===== config.mk =====
export PLATFORM = sky130hd
export DESIGN_NAME = rob_retire
export DESIGN_NICKNAME = d
export VERILOG_FILES = /design/src/rtl/rob_pkg.sv /design/src/rtl/rob_retire.sv
export SDC_FILE = /design/constraint.sdc
export NUM_CORES = 1
export LEC_CHECK = 0
export BUFFER_PORTS_ARGS = -buffer_cell sky130_fd_sc_hd__buf_4
export CAP_MARGIN = 25
export CORE_MARGIN = 2
export CORE_UTILIZATION = 56
export CTS_CLUSTER_SIZE = 28
export DETAILED_ROUTE_END_ITERATION = 10
export PLACE_DENSITY = 0.71
export SYNTH_ARGS = -nofsm -noshare
export SYNTH_HDL_FRONTEND = slang
export SYNTH_SLANG_ARGS = --single-unit

===== constraint.sdc =====
create_clock -name clock -period 5.1 [get_ports clock]
set_input_delay 1.02 -clock clock [delete_from_list [all_inputs] [get_ports clock]]
set_output_delay 1.02 -clock clock [all_outputs]
set_load 0.005 [all_outputs]

===== src/rtl/rob_pkg.sv =====
// rob_pkg: shared types and constants for the reorder buffer / retire stage.
//   XLEN            datapath width of result values.
//   ROB_DEPTH_DEF   default number of ROB entries (power of two, >= 2).
//   rob_tag_t       tag type for the default depth.
//   rob_entry_t     per-entry state: valid, complete, has_dest, dest_idx, value.
package rob_pkg;

  localparam int XLEN          = 32;
  localparam int ROB_DEPTH_DEF = 16;
  localparam int ROB_TAG_W     = $clog2(ROB_DEPTH_DEF);

  typedef logic [ROB_TAG_W-1:0] rob_tag_t;

  typedef struct packed {
    logic            valid;
    logic            complete;
    logic            has_dest;
    logic [4:0]      dest_idx;
    logic [XLEN-1:0] value;
  } rob_entry_t;

endpackage


===== src/rtl/rob_retire.sv =====
// rob_retire: in-order reorder buffer with a single-wide retire stage that
// drives the architectural regfile write port.
//
// Ports:
//   clock, reset_n                 clock (posedge) and async active-low reset
//   dispatch_valid/has_dest/dest_idx   allocate one entry at the tail
//   dispatch_ready, dispatch_tag   ROB not full; tag given to the dispatch
//   cdb_valid/cdb_tag/cdb_data     result broadcast; marks an entry complete
//   flush                          squash everything at the next edge
//   retire_valid                   head entry retires this cycle
//   write_en/write_idx/write_data  regfile write port (x0 never written)
//   rob_empty, rob_full            occupancy flags
//   retire_count (optional)        retirements since reset/flush; present
//                                  only when ROB_RETIRE_COUNT_EN is defined
module rob_retire
  import rob_pkg::*;
#(
  parameter int ROB_DEPTH = ROB_DEPTH_DEF
) (
  input  logic                         clock,
  input  logic                         reset_n,
  input  logic                         dispatch_valid,
  input  logic                         dispatch_has_dest,
  input  logic [4:0]                   dispatch_dest_idx,
  output logic                         dispatch_ready,
  output logic [$clog2(ROB_DEPTH)-1:0] dispatch_tag,
  input  logic                         cdb_valid,
  input  logic [$clog2(ROB_DEPTH)-1:0] cdb_tag,
  input  logic [XLEN-1:0]              cdb_data,
  input  logic                         flush,
  output logic                         retire_valid,
  output logic                         write_en,
  output logic [4:0]                   write_idx,
  output logic [XLEN-1:0]              write_data,
  output logic                         rob_empty,
  output logic                         rob_full
`ifdef ROB_RETIRE_COUNT_EN
  ,
  output logic [31:0]                  retire_count
`endif
);

  localparam int             TAG_W    = $clog2(ROB_DEPTH);
  localparam logic [TAG_W:0] FULL_CNT = (TAG_W+1)'(ROB_DEPTH);

  rob_entry_t       entries [ROB_DEPTH];
  rob_entry_t       head_entry;
  logic [TAG_W-1:0] head;
  logic [TAG_W-1:0] tail;
  logic [TAG_W:0]   count;
  logic [TAG_W:0]   count_nxt;
  logic             do_dispatch;
  logic             do_cdb;

  assign head_entry     = entries[head];
  assign rob_empty      = (count == '0);
  assign rob_full       = (count == FULL_CNT);
  // Readiness comes from registered occupancy only, so a retire in the same
  // cycle never opens a slot for dispatch.
  assign dispatch_ready = !rob_full;
  assign dispatch_tag   = tail;

  assign retire_valid = head_entry.valid && head_entry.complete;
  assign write_en     = retire_valid && head_entry.has_dest && (head_entry.dest_idx != 5'd0);
  assign write_idx    = retire_valid ? head_entry.dest_idx : 5'd0;
  assign write_data   = retire_valid ? head_entry.value : '0;

  // Flush takes priority over new allocation and result capture.
  assign do_dispatch = dispatch_valid && dispatch_ready && !flush;
  assign do_cdb      = cdb_valid && entries[cdb_tag].valid && !flush;

  always_comb begin
    count_nxt = count;
    case ({do_dispatch, retire_valid})
      2'b10:   count_nxt = count + 1'b1;
      2'b01:   count_nxt = count - 1'b1;
      default: count_nxt = count;
    endcase
  end

  // ---- entry storage ----
  // A dispatching entry is never the CDB target (not yet valid) and never the
  // retiring head (tail == head only when empty), so the writes below never
  // collide on live state.
  always_ff @(posedge clock or negedge reset_n) begin
    if (!reset_n) begin
      for (int i = 0; i < ROB_DEPTH; i++) entries[i] <= '0;
    end else if (flush) begin
      for (int i = 0; i < ROB_DEPTH; i++) begin
        entries[i].valid    <= 1'b0;
        entries[i].complete <= 1'b0;
      end
    end else begin
      if (retire_valid) entries[head].valid <= 1'b0;
      if (do_cdb) begin
        entries[cdb_tag].complete <= 1'b1;
        entries[cdb_tag].value    <= cdb_data;
      end
      if (do_dispatch) begin
        entries[tail].valid    <= 1'b1;
        entries[tail].complete <= 1'b0;
        entries[tail].has_dest <= dispatch_has_dest;
        entries[tail].dest_idx <= dispatch_dest_idx;
      end
    end
  end

  // ---- pointers and occupancy ----
  always_ff @(posedge clock or negedge reset_n) begin
    if (!reset_n) begin
      head  <= '0;
      tail  <= '0;
      count <= '0;
    end else if (flush) begin
      head  <= '0;
      tail  <= '0;
      count <= '0;
    end else begin
      if (retire_valid) head <= head + 1'b1;
      if (do_dispatch)  tail <= tail + 1'b1;
      count <= count_nxt;
    end
  end

`ifdef ROB_RETIRE_COUNT_EN
  // ---- retirement counter ----
  // A retire in the flush cycle is the first retirement of the new epoch.
  always_ff @(posedge clock or negedge reset_n) begin
    if (!reset_n) begin
      retire_count <= '0;
    end else if (flush) begin
      retire_count <= {31'd0, retire_valid};
    end else if (retire_valid) begin
      retire_count <= retire_count + 32'd1;
    end
  end
`endif

endmodule


* Word-level counts from Yosys, hierarchy flattened
Index checks and enable logic that the tools add are counted.
** Storage, ports and cells
- Register bits after elaboration :: 653
- Logic and storage cells :: 172
** Cells by class
- Add/subtract/negate cells :: 4
- $lt $le $gt $ge :: 6
- Equal/unequal tests :: 3
- Mux-type cells :: 56
- Bitwise gates (word level) :: 3
- Reductions and logical operators :: 17
** Operators with widths (number)
- 640-bit bitwise mux :: 7
- 640-bit two-way mux :: 5
- 40-bit demux with 4-bit select :: 7
- 40-bit binary-select mux with 4-bit select :: 2
- 40-bit two-way mux :: 6
- 39-bit two-way mux :: 2
- 32-bit two-way mux :: 2
- 38-bit two-way mux :: 1
- 37-bit two-way mux :: 1
- 2-bit two-way mux :: 16
- 4-bit two-way mux :: 4
- 5-bit greater-or-equal comparator, second input constant :: 3
- 5-bit by 1-bit < comparator with 1-bit output, second input constant :: 3
- 4-bit inverter with 5-bit output :: 3
- 1-bit logical AND :: 10
- 5-bit two-way mux :: 2
- 5-bit case mux with 2 select lines :: 1
- 4-bit by 1-bit adder with 4-bit output, second input constant :: 2
- 5-bit by 1-bit adder with 5-bit output, second input constant :: 1
- 5-bit == test, second input constant :: 1
- 5-bit zero test :: 1
- 5-bit nonzero test :: 1
- 5-bit by 1-bit subtractor with 5-bit output, second input constant :: 1
- 2-bit nonzero test :: 2
- 4 further kinds :: 5

* Longest topological paths before layout
- Depth in word-level cells :: 18
- Depth in mapped cells :: 14
- Mapped depth without buffers :: 11

* Worst setup path after synthesis
OpenSTA, ideal clock, no wires.
- Path kind :: reg2out
- From :: register head[0]
- To :: output write_data[16]
- Arrival time :: 2.614 ns
- Path slack :: 1.466 ns
- Cell stages (with the launch flop) :: 9
- Cell sequence :: dfrtp_1 -> buf_6 -> buf_12 -> buf_12 -> buf_2 -> buf_2 -> mux4_2 -> mux4_2 -> and2_1
** Between the ends
- Word-level cells in the longest chain between the ends :: 6
** Ends and longest elaborated chain
- start: declaration :: line rob_retire.sv:48 : logic [TAG_W-1:0] head;
- start signal: assignment :: line rob_retire.sv:119 : if (retire_valid) head <= head + 1'b1;
- 4-bit inverter with 5-bit output (implied by the code) (*) :: line rob_retire.sv:55 : assign head_entry = entries[head];
- 40-bit binary-select mux with 4-bit select (*) :: line rob_retire.sv:55
- 40-bit two-way mux (implied by the code) (*) (2 in series) :: line rob_retire.sv:55
- 1-bit logical AND :: line rob_retire.sv:63 : assign retire_valid = head_entry.valid && head_entry.complete;
- 32-bit two-way mux (*) :: line rob_retire.sv:66 : assign write_data = retire_valid ? head_entry.value : '0;
- end: declaration :: line rob_retire.sv:34 : output logic [XLEN-1:0] write_data,
Every way passes the cells marked *; elsewhere a longest branch is shown, timed or not. The select of a mux whose other input is x is not followed.

* Worst setup path in the final report
- From :: register head[0]
- To :: output write_data[30]
Same word-level chain as after synthesis.

==> qor.csv <==
stage,metric,value,unit
placement,pre_cts_slack,0.9420,ns
logic_synthesis,synth-edff-count,0,
pwr,intPower,8.687,mW
final_layout,fin_area,33610,sq um
logic_synthesis,synth_top_area_cell,dfrtp_1,
timing,setup_viol,0,
setup_path,startpoint_type,flip-flop,
clocking,cts_resized,0,
pwr,p_seq_frac,0.484,
routing,totalWireLength,67970,microns
global_routing,grt_usage,0.2543,
floorplanning,core-area,52550,sq um
clocking,clockBufferDepth,3,
clocking,cts_tree,yes,
global_routing,grt_max_degree,123,
logic_synthesis,syn_inst,1872,
global_routing,grt_pass1_wl,108500,microns
pwr,p_leak,16.53,nW
global_routing,grt_util_met3,0.04629,
setup_path,cp_slowest_cell,dfrtp_4,
floorplanning,die_h,234.6,microns
logic_synthesis,syn_area,29780,sq um
logic_synthesis,syn-num-nets,1929,
global_routing,grt_pass1_vias,17740,
global_routing,grt.busiest_layer,met2,
placement,postPlaceCellArea,31160,sq um
pwr,total_power,11.11,mW
global_routing,grt_overflow,0,
timing,fin_hold_ws,0.4839,ns
global_routing,antenna_found_initial,0,
final_layout,drive_above_1_share,0.3683,
run,maxCapViolCount,0,
pwr,comb_power_share,0.042,
pwr,powerDensity,330.6,nW/um^2
placement,io_buffers,92,
timing,maxClockFrequency,0.2136,GHz
setup_path,crit_path_max_incr_delay,0.85,ns
setup_path,worst_ep_required_time,4.08,ns
timing,fin_skew,0.01409,ns
logic_synthesis,synth_largest_type_area_fraction,0.5486,
setup_path,cp.arrival,3.66,ns
min_path,min_path_type,flip-flop to flip-flop,
routing,final_antenna_net_count,0,
pwr,peakVddDrop,271.5,uV
clocking,clk_latency,0.60,ns
logic_synthesis,yosys-top-cells-area,"dfrtp_1 (55%), mux4_2 (14%), mux2_1 (13%), mux2_2 (10%), clkbuf_1 (1.1%)",
timing,min_period,4.681,ns
routing,drtIter0Drc,1251,
logic_synthesis,synth.most_common_cell,dfrtp_1,
timing,hold_viol_final,0,
timing,worst_slack,0.4190,ns
setup_path,critPathKind,flip-flop to primary output,
pwr,switching_share,0.2183,
floorplanning,rows,84,
clocking,cts_made_buffers,71,
floorplanning,pin_count,93,
logic_synthesis,synth_common_cells,"dfrtp_1 (653), mux2_1 (344), mux2_2 (264)",
pwr,pwr-share-clk,0.474,
clocking,clkSlewWorstSetupHoldPaths,0.06,ns
logic_synthesis,yosys.cell_types.count,56,
global_routing,use_met1,0.3783,
routing,vias_per_cell,6.210,
timing,slew_violations,0,
timing,fin_crit_sh,0.9178,
clocking,htreeDepth,3,
setup_path,crit_fanout,41,
global_routing,grtUsageMet2,0.3937,
clocking,cts-root-buf,clkbuf_16,
setup_path,cp-end-kind,primary output,
timing,tightest_slew,1.032,ns
placement,hpwl,40220,microns
routing,drtPass1Iterations,5,
pwr,power_switching,2.427,mW
clocking,hold_buffers,0,
logic_synthesis,synthFlopType,dfrtp_1,
final_layout,diodes,0,
routing,routedWlPerCell,25.46,microns
timing,setup_tns,0,ns
timing,max_slew_margin,0.3118,
floorplanning,die_area,55050,sq um
floorplanning,start_util,0.5668,
logic_synthesis,synth-seq-cells,653,
logic_synthesis,synth_seq_area_share,0.5486,
placement,routabilityCongestion,0.8731,
clocking,postCtsSetupRepairBufs,0,
logic_synthesis,async_flop_share,1.000,
routing,vias,16580,
floorplanning,die_w,234.6,microns
logic_synthesis,yosys_warnings,0,
final_layout,nFillCells,3756,
status,outcome,"finished, final reports clean",
timing,rsz0062_at_grt,no,
final_layout,nets,1981,
setup_path,crit_chain,"buf_4, mux4_2, mux4_2, and2_1, buf_4",
clocking,cts_sinks,653,
final_layout,area_delta_synth_final,12.86,%
routing,route.detailed.drc,0,
logic_synthesis,syn_area_per_cell,15.91,sq um
-- through the flow --
step / utilization / cells
detailed placement: 0.5930 / 2537
CTS: 0.6392 / 2668
floorplan: - / 1872
global placement: 0.5930 / 2537
finish: 0.6396 / 2670
global route: 0.6396 / 2670
-- kinds of logic after synthesis --
logic type,after synthesis,share of synthesized area
multiplexers,803,0.3773
flip-flops,653,0.5486
buffers and inverters,178,0.02453
AND/OR/NAND/NOR,157,0.02760
AO/OA/AOI/OAI,62,0.01483
adder cells (fa/ha/maj),10,0.004201
XOR/XNOR,9,0.002899
-- critical path, delay by kind of cell, from the launching register on --
kind,cells,cell delay [ns]
AND/OR/NAND/NOR,1,0.18
buffers and inverters,2,0.89
flip-flops,1,0.85
multiplexers,2,1.10
-- per-layer routing --
layer | wire (microns) | part of all wire | vias up
met4 | 1048 | 0.015 | 0
met3 | 3383 | 0.050 | 72
li1 | - | - | 7098
met5 | 0 | 0 | -
met2 | 32410 | 0.48 | 334
met1 | 31130 | 0.46 | 9076
-- flip-flops by register name (all words and copies together) (netlist names) --
name	count
entries	640
count	5
head	4
dispatch_tag	4
-- layout by cell type, fill, tap and decap left out, types with 20 or more instances in the layout --
master,instances
mux2_1,344
and2_1,38
buf_4,124
mux2_2,264
dfrtp_1,649
clkbuf_8,21
mux4_2,191
nand2_1,39
nor2_1,20
clkbuf_16,74
inv_1,20
-- power by group through the flow --
| stage | Combinational [mW] | Sequential (mW) | Clock [mW] |
|---|---|---|---|
| 3_5_place_dp | 0.473 | 5.47 | 0 |
| 2_1_floorplan | 0.240 | 5.45 | 0 |
| 5_1_grt | 0.522 | 5.39 | 5.59 |
| 4_1_cts | 0.476 | 5.38 | 5.36 |
| 3_3_place_gp | 0.454 | 5.47 | 0 |
| 6_report | 0.468 | 5.38 | 5.26 |
-- cell type report --
type,instances,area [sq um],area share
flip-flops and latches,653,16350,0.4865
multi-input cells,1041,12760,0.3797
clock buffers,112,2205,0.06559
repair buffers,135,1131,0.03365
well taps,688,860.8,0.02561
clock inverters,19,219.0,0.006514
inverters,22,82.58,0.002457
-- worst paths after layout --
check                                  start              to  slack, ns  cells past startpoint
worst max-delay path                 head[0]  write_data[30]       0.42                      5
worst min-delay path            entries[372]    entries[372]       0.48                      1
worst max register to register       head[0]        count[4]       1.37                     11
worst min register to register  entries[372]    entries[372]       0.48                      1
max in group asynchronous            reset_n    entries[272]       3.21                      2
min in group asynchronous            reset_n    entries[226]       0.52                      1
Note: power is estimated with default switching activity, not from simulation.
